**config.mk**
```make
export PLATFORM = sky130hd
export DESIGN_NAME = pa_cp0_cache_op_seq
export DESIGN_NICKNAME = d
export VERILOG_FILES = /design/src/rtl/pa_cp0_cache_op_seq_pkg.sv /design/src/rtl/pa_cp0_cache_op_cnt.sv /design/src/rtl/pa_cp0_cache_op_seq.sv
export SDC_FILE = /design/constraint.sdc
export NUM_CORES = 1
export LEC_CHECK = 0
export ABC_AREA = 1
export CAP_MARGIN = 30
export CORE_MARGIN = 2
export CORE_UTILIZATION = 45
export CTS_CLUSTER_SIZE = 28
export DETAILED_ROUTE_END_ITERATION = 10
export GPL_ROUTABILITY_DRIVEN = 0
export PLACE_DENSITY = 0.85
export SYNTH_ARGS = -nofsm -noshare
export SYNTH_HDL_FRONTEND = slang
export SYNTH_SLANG_ARGS = --single-unit
```
**constraint.sdc**
```tcl
create_clock -name cpuclk -period 2.6 [get_ports cpuclk]
set_input_delay 0.39 -clock cpuclk [delete_from_list [all_inputs] [get_ports cpuclk]]
set_output_delay 0.39 -clock cpuclk [all_outputs]
set_load 0.005 [all_outputs]
```
**src/rtl/pa_cp0_cache_op_seq_pkg.sv**
```systemverilog
// Shared definitions for the CP0 cache-maintenance sequencer: scope codes, op bits and FSM states.
package pa_cp0_cache_op_seq_pkg;

    localparam logic [1:0] CACHE_ALL    = 2'b00;
    localparam logic [1:0] CACHE_SETWAY = 2'b01;
    localparam logic [1:0] CACHE_PA     = 2'b10;
    localparam logic [1:0] CACHE_RSVD   = 2'b11;

    localparam int unsigned OP_CLR = 0;
    localparam int unsigned OP_INV = 1;

    typedef enum logic [1:0] {
        IDLE   = 2'b00,
        WALK   = 2'b01,
        SINGLE = 2'b10,
        DONE   = 2'b11
    } seq_state_e;

endpackage

```
**src/rtl/pa_cp0_cache_op_cnt.sv**
```systemverilog
// Set-index / way counter; way is the fast-moving digit so a walk visits both ways of a set back to back.
module pa_cp0_cache_op_cnt #(
    parameter int unsigned INDEX_W = 7,
    parameter int unsigned WAY_W   = 1
) (
    input  logic               cpuclk,
    input  logic               cpurst_b,
    input  logic               load,
    input  logic [INDEX_W-1:0] load_idx,
    input  logic [WAY_W-1:0]   load_way,
    input  logic               inc,
    output logic [INDEX_W-1:0] idx,
    output logic [WAY_W-1:0]   way,
    output logic               last
);

    localparam logic [INDEX_W-1:0] IdxOne = 1;
    localparam logic [WAY_W-1:0]   WayOne = 1;

    logic [INDEX_W-1:0] idx_q;
    logic [WAY_W-1:0]   way_q;

    always_ff @(posedge cpuclk or negedge cpurst_b) begin
        if (!cpurst_b) begin
            idx_q <= '0;
            way_q <= '0;
        end else if (load) begin
            idx_q <= load_idx;
            way_q <= load_way;
        end else if (inc) begin
            if (&way_q) begin
                way_q <= '0;
                idx_q <= idx_q + IdxOne;
            end else begin
                way_q <= way_q + WayOne;
            end
        end
    end

    assign idx  = idx_q;
    assign way  = way_q;
    assign last = (&idx_q) && (&way_q);

endmodule

```
**src/rtl/pa_cp0_cache_op_seq.sv**
```systemverilog
// Expands one CP0 cache-maintenance command (ALL / SETWAY / PA) into line operations on a
// valid/ready port and pulses cmd_done once the last line operation has been accepted.
module pa_cp0_cache_op_seq
    import pa_cp0_cache_op_seq_pkg::*;
#(
    parameter int unsigned INDEX_W  = 7,
    parameter int unsigned WAY_W    = 1,
    parameter int unsigned OFFSET_W = 4
) (
    input  logic               cpuclk,
    input  logic               cpurst_b,
    input  logic               cmd_req,
    input  logic [1:0]         cmd_type,
    input  logic [1:0]         cmd_op,
    input  logic [31:0]        cmd_addr,
    output logic               cmd_busy,
    output logic               cmd_done,
    output logic               line_vld,
    input  logic               line_rdy,
    output logic               line_pa,
    output logic [INDEX_W-1:0] line_idx,
    output logic [WAY_W-1:0]   line_way,
    output logic [31:0]        line_addr,
    output logic [1:0]         line_op
);

    seq_state_e state_q, state_d;

    logic               pa_q;
    logic [31:0]        addr_q;
    logic [1:0]         op_q;
    logic               capture;
    logic               cnt_load;
    logic               cnt_inc;
    logic               cnt_last;
    logic [INDEX_W-1:0] ld_idx;
    logic [WAY_W-1:0]   ld_way;
    logic               xfer;
    logic               is_nop;

    assign line_vld = (state_q == WALK) || (state_q == SINGLE);
    assign xfer     = line_vld && line_rdy;
    assign is_nop   = !(cmd_op[OP_CLR] || cmd_op[OP_INV]) || (cmd_type == CACHE_RSVD);

    always_comb begin
        state_d  = state_q;
        capture  = 1'b0;
        cnt_load = 1'b0;
        cnt_inc  = 1'b0;
        ld_idx   = cmd_addr[OFFSET_W +: INDEX_W];
        ld_way   = cmd_addr[31 -: WAY_W];
        unique case (state_q)
            IDLE: begin
                if (cmd_req) begin
                    capture  = 1'b1;
                    cnt_load = 1'b1;
                    if (is_nop) begin
                        state_d = DONE;
                    end else if (cmd_type == CACHE_ALL) begin
                        ld_idx  = '0;
                        ld_way  = '0;
                        state_d = WALK;
                    end else begin
                        state_d = SINGLE;
                    end
                end
            end
            WALK: begin
                if (xfer) begin
                    cnt_inc = 1'b1;
                    if (cnt_last) begin
                        state_d = DONE;
                    end
                end
            end
            SINGLE: begin
                if (xfer) begin
                    state_d = DONE;
                end
            end
            DONE: begin
                state_d = IDLE;
            end
            default: begin
                state_d = IDLE;
            end
        endcase
    end

    always_ff @(posedge cpuclk or negedge cpurst_b) begin
        if (!cpurst_b) begin
            state_q <= IDLE;
            pa_q    <= 1'b0;
            addr_q  <= '0;
            op_q    <= '0;
        end else begin
            state_q <= state_d;
            if (capture) begin
                pa_q   <= (cmd_type == CACHE_PA);
                addr_q <= {cmd_addr[31:OFFSET_W], {OFFSET_W{1'b0}}};
                op_q   <= cmd_op;
            end
        end
    end

    pa_cp0_cache_op_cnt #(
        .INDEX_W (INDEX_W),
        .WAY_W   (WAY_W)
    ) u_cnt (
        .cpuclk   (cpuclk),
        .cpurst_b (cpurst_b),
        .load     (cnt_load),
        .load_idx (ld_idx),
        .load_way (ld_way),
        .inc      (cnt_inc),
        .idx      (line_idx),
        .way      (line_way),
        .last     (cnt_last)
    );

    assign cmd_busy  = (state_q != IDLE);
    assign cmd_done  = (state_q == DONE);
    // Scope flag stays captured after the command; only advertise it with a live operation.
    assign line_pa   = pa_q && line_vld;
    assign line_addr = addr_q;
    assign line_op   = op_q;

endmodule

```
==> results by group <==
Global route
  • Wire length of the first global-routing pass: between 7000 and 8000 µm
  • Initial antenna violation count: 0
  • Maximum number of pins on one net before global-route repair: 42
  • Total gr overflow: 0
  • Total Routing Usage GR: 0.1962
  • Vias in the first global route: around 1,700

Worst setup path
  • Kind of cell adding the most delay to the critical path: buffers and inverters
  • Data arrival time of the critical path: 1.73 ns
  • Critical Path Sink Type: primary output
  • CP cell instances: inv_1 -> ha_1 -> nand2_1 -> inv_1 -> clkdlybuf4s50_1
  • Worst path max stage delay: 0.49 ns
  • Slowest stage cell on the critical path: sky130_fd_sc_hd__clkdlybuf4s50_1
  • Largest fanout on the critical path: 4
  • Buf/Inv on CP: 3
  • Launching element type of the critical path: flip-flop
  • Required time at the worst-slack endpoint: ~2.2 ns
  • Most Frequent Cell on Critical Path: sky130_fd_sc_hd__inv_1
  • Launch point of the worst path: state_q[1]$_DFFE_PN0P_
  • Critical Setup Path Class: flip-flop to primary output
  • RR Startpoint: state_q[1]$_DFFE_PN0P_

Logic synthesis
  • Simple-Gate Fraction of Synth Area: 0.3008
  • Post-synthesis cell type count: 18
  • Syn. warnings: 0
  • XOR/XNOR Fraction of Synth Area: 0
  • Cell taking the most area after synthesis: sky130_fd_sc_hd__dfrtp_1
  • Proportion of synthesized chip area in sequential cells: 0.5304
  • Mean area per synthesized cell: slightly below 8 µm²
  • Fraction of post-synthesis cell area in the top cell type by area: 0.5304
  • Netlist area before placement: 0.001934 mm²
  • Seq cells post-synth: 41
  • Share of cell area taken by muxes after synthesis: 0
  • Cell count after synthesis: 246
  • Largest cells by area after synthesis: sky130_fd_sc_hd__dfrtp_1, sky130_fd_sc_hd__nand2_1, sky130_fd_sc_hd__nand3_1
  • Compound-Gate Fraction of Synth Area: 0.06210
  • Combinational family with the most area after synthesis: simple AND/OR/NAND/NOR gates
  • Arithmetic-cell share of the synthesized area counting full adders, half adders and majority gates: 0.03234

Routing
  • Via density: around 4.8
  • Detailed Route WL: 4508 µm
  • DRT Pass-1 Iters: 4
  • Average detailed-routed wire length per instance: about 12 µm
  • Remaining DRCs: 0
  • Violation count after the first detailed-route iteration: around 120
  • Vias post-DR: ~1,800
  • Remaining antenna violation count after routing: 0

Place
  • Worst setup timing slack at the placement stage: 0.4732 ns
  • Port Buf Inserts: 77
  • Detailed placement HPWL: ~3300 µm

Clocking
  • Clock net sink count: 41
  • Cts-stage hold buffer count: 0
  • TritonCTS clock tree: yes
  • Postcts setup bufs: 0
  • Buffer depth of the longest clock path: 2
  • Clk pin slew, worst setup/hold paths: roughly 0.080 ns
  • Clock root buffer: sky130_fd_sc_hd__clkbuf_8
  • Post-cts resize count: 0
  • Source-to-sink clock delay at the later pin of the worst-skew pair: roughly 0.30 ns
  • H-tree level count: 2
  • TritonCTS Buffers: 5

STA
  • Total setup violations reported at the end of the flow: 0
  • Slew HR: 0.3990
  • Fin crit share: 0.8143
  • Final setup skew: around 0.012 ns
  • Number of pins exceeding their max-slew limit in the final report: 0
  • Worst Tran Pin Value: around 0.90 ns
  • Crit path time final: roughly 2.1 ns
  • Final-layout setup total negative slack: 0 ns
  • Final Hold Fails: 0
  • RSZ-0062 raised after global routing: false
  • Maximum frequency from static timing analysis: approximately 470 MHz
  • Setup WS post-layout: between 0.4 and 0.5 ns

Floorplan
  • Area of the die: between 0.004 and 0.005 mm²
  • Total number of placement rows: 23
  • Die extent in y: a little under 70 µm
  • Width of the die: approximately 70 µm
  • Core Area: 0.004058 mm²
  • Initial Utilization: 0.4767
  • I/O pin cnt: 86

Layout
  • Post-layout net count: ~370
  • # diodes: 0
  • Synthesis-to-layout area growth: 45.15%
  • Highest-count cells in the layout ignoring fill and taps: sky130_fd_sc_hd__nand2_1, sky130_fd_sc_hd__clkdlybuf4s50_1, sky130_fd_sc_hd__dfrtp_1, sky130_fd_sc_hd__inv_1, sky130_fd_sc_hd__nand3_1
  • Commonest non-fill, non-tap cell in the layout: sky130_fd_sc_hd__nand2_1
  • Layout cells sized above 1: 0.03715
  • Layout Utilization: 0.6920

Run status
  • Status: completed

Power
  • P per Cell Area: between 1000 and 1500 mW/mm²
  • Leak: 1.413 nW
  • Max VDD drop: 0.5599 mV

Hold path
  • Classification of the worst-slack hold path: primary input to asynchronous set/reset pin

Run
  • Max-cap violations: 0
worst paths after layout:
path,endpoint,slack (ns),cells after the start
max,line_pa,0.48,5
min,state_q[1]$_DFFE_PN0P_,0.21,1
max reg2reg,u_cnt.idx[0]$_DFFE_PN0P_,0.64,8
min reg2reg,line_addr[19]$_DFFE_PN0P_,0.48,2
max in group asynchronous,line_addr[17]$_DFFE_PN0P_,1.81,1
min in group cpuclk,line_addr[19]$_DFFE_PN0P_,0.48,2
cell type report:
class / count / area (µm²)
sequential: 41 / 1026
multi-input combinational: 179 / 779.5
fill: 330 / 1250
inverter: 17 / 65.06
clock buffer: 7 / 96.34
timing repair buffer: 78 / 773.2
clock inverter: 1 / 5.005
tap: 50 / 62.56
power breakdown:
part	internal (W)	switching [W]	total, W
Combinational	0.000825	0.000671	0.00150
Clock	0.000240	0.000215	0.000454
Sequential	0.000937	0.000206	0.00114
cells in the mapped netlist:
library cell / number
sky130_fd_sc_hd__nand2_1: 120
sky130_fd_sc_hd__o21bai_1: 2
sky130_fd_sc_hd__nand2_4: 1
sky130_fd_sc_hd__buf_4: 5
sky130_fd_sc_hd__a211oi_1: 1
sky130_fd_sc_hd__nand3_1: 15
sky130_fd_sc_hd__inv_1: 16
sky130_fd_sc_hd__a21oi_1: 8
sky130_fd_sc_hd__o21ai_0: 10
sky130_fd_sc_hd__buf_6: 1
sky130_fd_sc_hd__o31ai_1: 1
sky130_fd_sc_hd__buf_2: 3
sky130_fd_sc_hd__ha_1: 5
sky130_fd_sc_hd__clkinv_2: 1
sky130_fd_sc_hd__conb_1: 1
sky130_fd_sc_hd__clkbuf_1: 3
sky130_fd_sc_hd__dfrtp_1: 41
sky130_fd_sc_hd__nor2_1: 12
worst reg2reg max path: stages (launching register included):
cell,delay (ns)
sky130_fd_sc_hd__dfrtp_1,0.42
sky130_fd_sc_hd__inv_1,0.08
sky130_fd_sc_hd__ha_1,0.24
sky130_fd_sc_hd__nand2_4,0.23
sky130_fd_sc_hd__clkinv_2,0.44
sky130_fd_sc_hd__nand3_1,0.23
sky130_fd_sc_hd__o21ai_0,0.10
sky130_fd_sc_hd__nand2_1,0.07
sky130_fd_sc_hd__nand2_1,0.05
layer usage:
| layer | wire length [µm] | part of all wire | up-vias | GRT usage |
|---|---|---|---|---|
| met5 | 0 | 0 | - | 0 |
| met4 | 78 | 0.017 | 0 | 0.06754 |
| met3 | 330 | 0.073 | 7 | 0.07122 |
| met2 | 2215 | 0.49 | 56 | 0.3333 |
| met1 | 1883 | 0.42 | 839 | 0.2284 |
| li1 | - | - | 906 | - |
state kept, by name, summed over array words and instances (netlist names):
name       cells
u_cnt.way      1
line_addr     28
pa_q           1
state_q        2
line_op        2
u_cnt.idx      7
metrics by stage:
step / hold slack [ns] / cells / power (W) / area, µm²
4_1_cts: 0.2445 / 373 / 0.003126 / 2808
5_1_grt: 0.2834 / 373 / 0.003356 / 2808
3_3_place_gp: 0.4610 / 365 / 0.002608 / 2706
2_1_floorplan: 0.09441 / 249 / 0.001840 / 1946
3_5_place_dp: 0.4654 / 365 / 0.002663 / 2706
6_report: 0.2129 / 373 / 0.003092 / 2808
kinds of logic after synthesis:
group | count (synthesis)
AO/OA/AOI/OAI | 22
adder cells (fa/ha/maj) | 5
buffers and inverters | 29
flip-flops | 41
other | 1
AND/OR/NAND/NOR | 148
No activity file was read; power rests on OpenSTA's default activity.
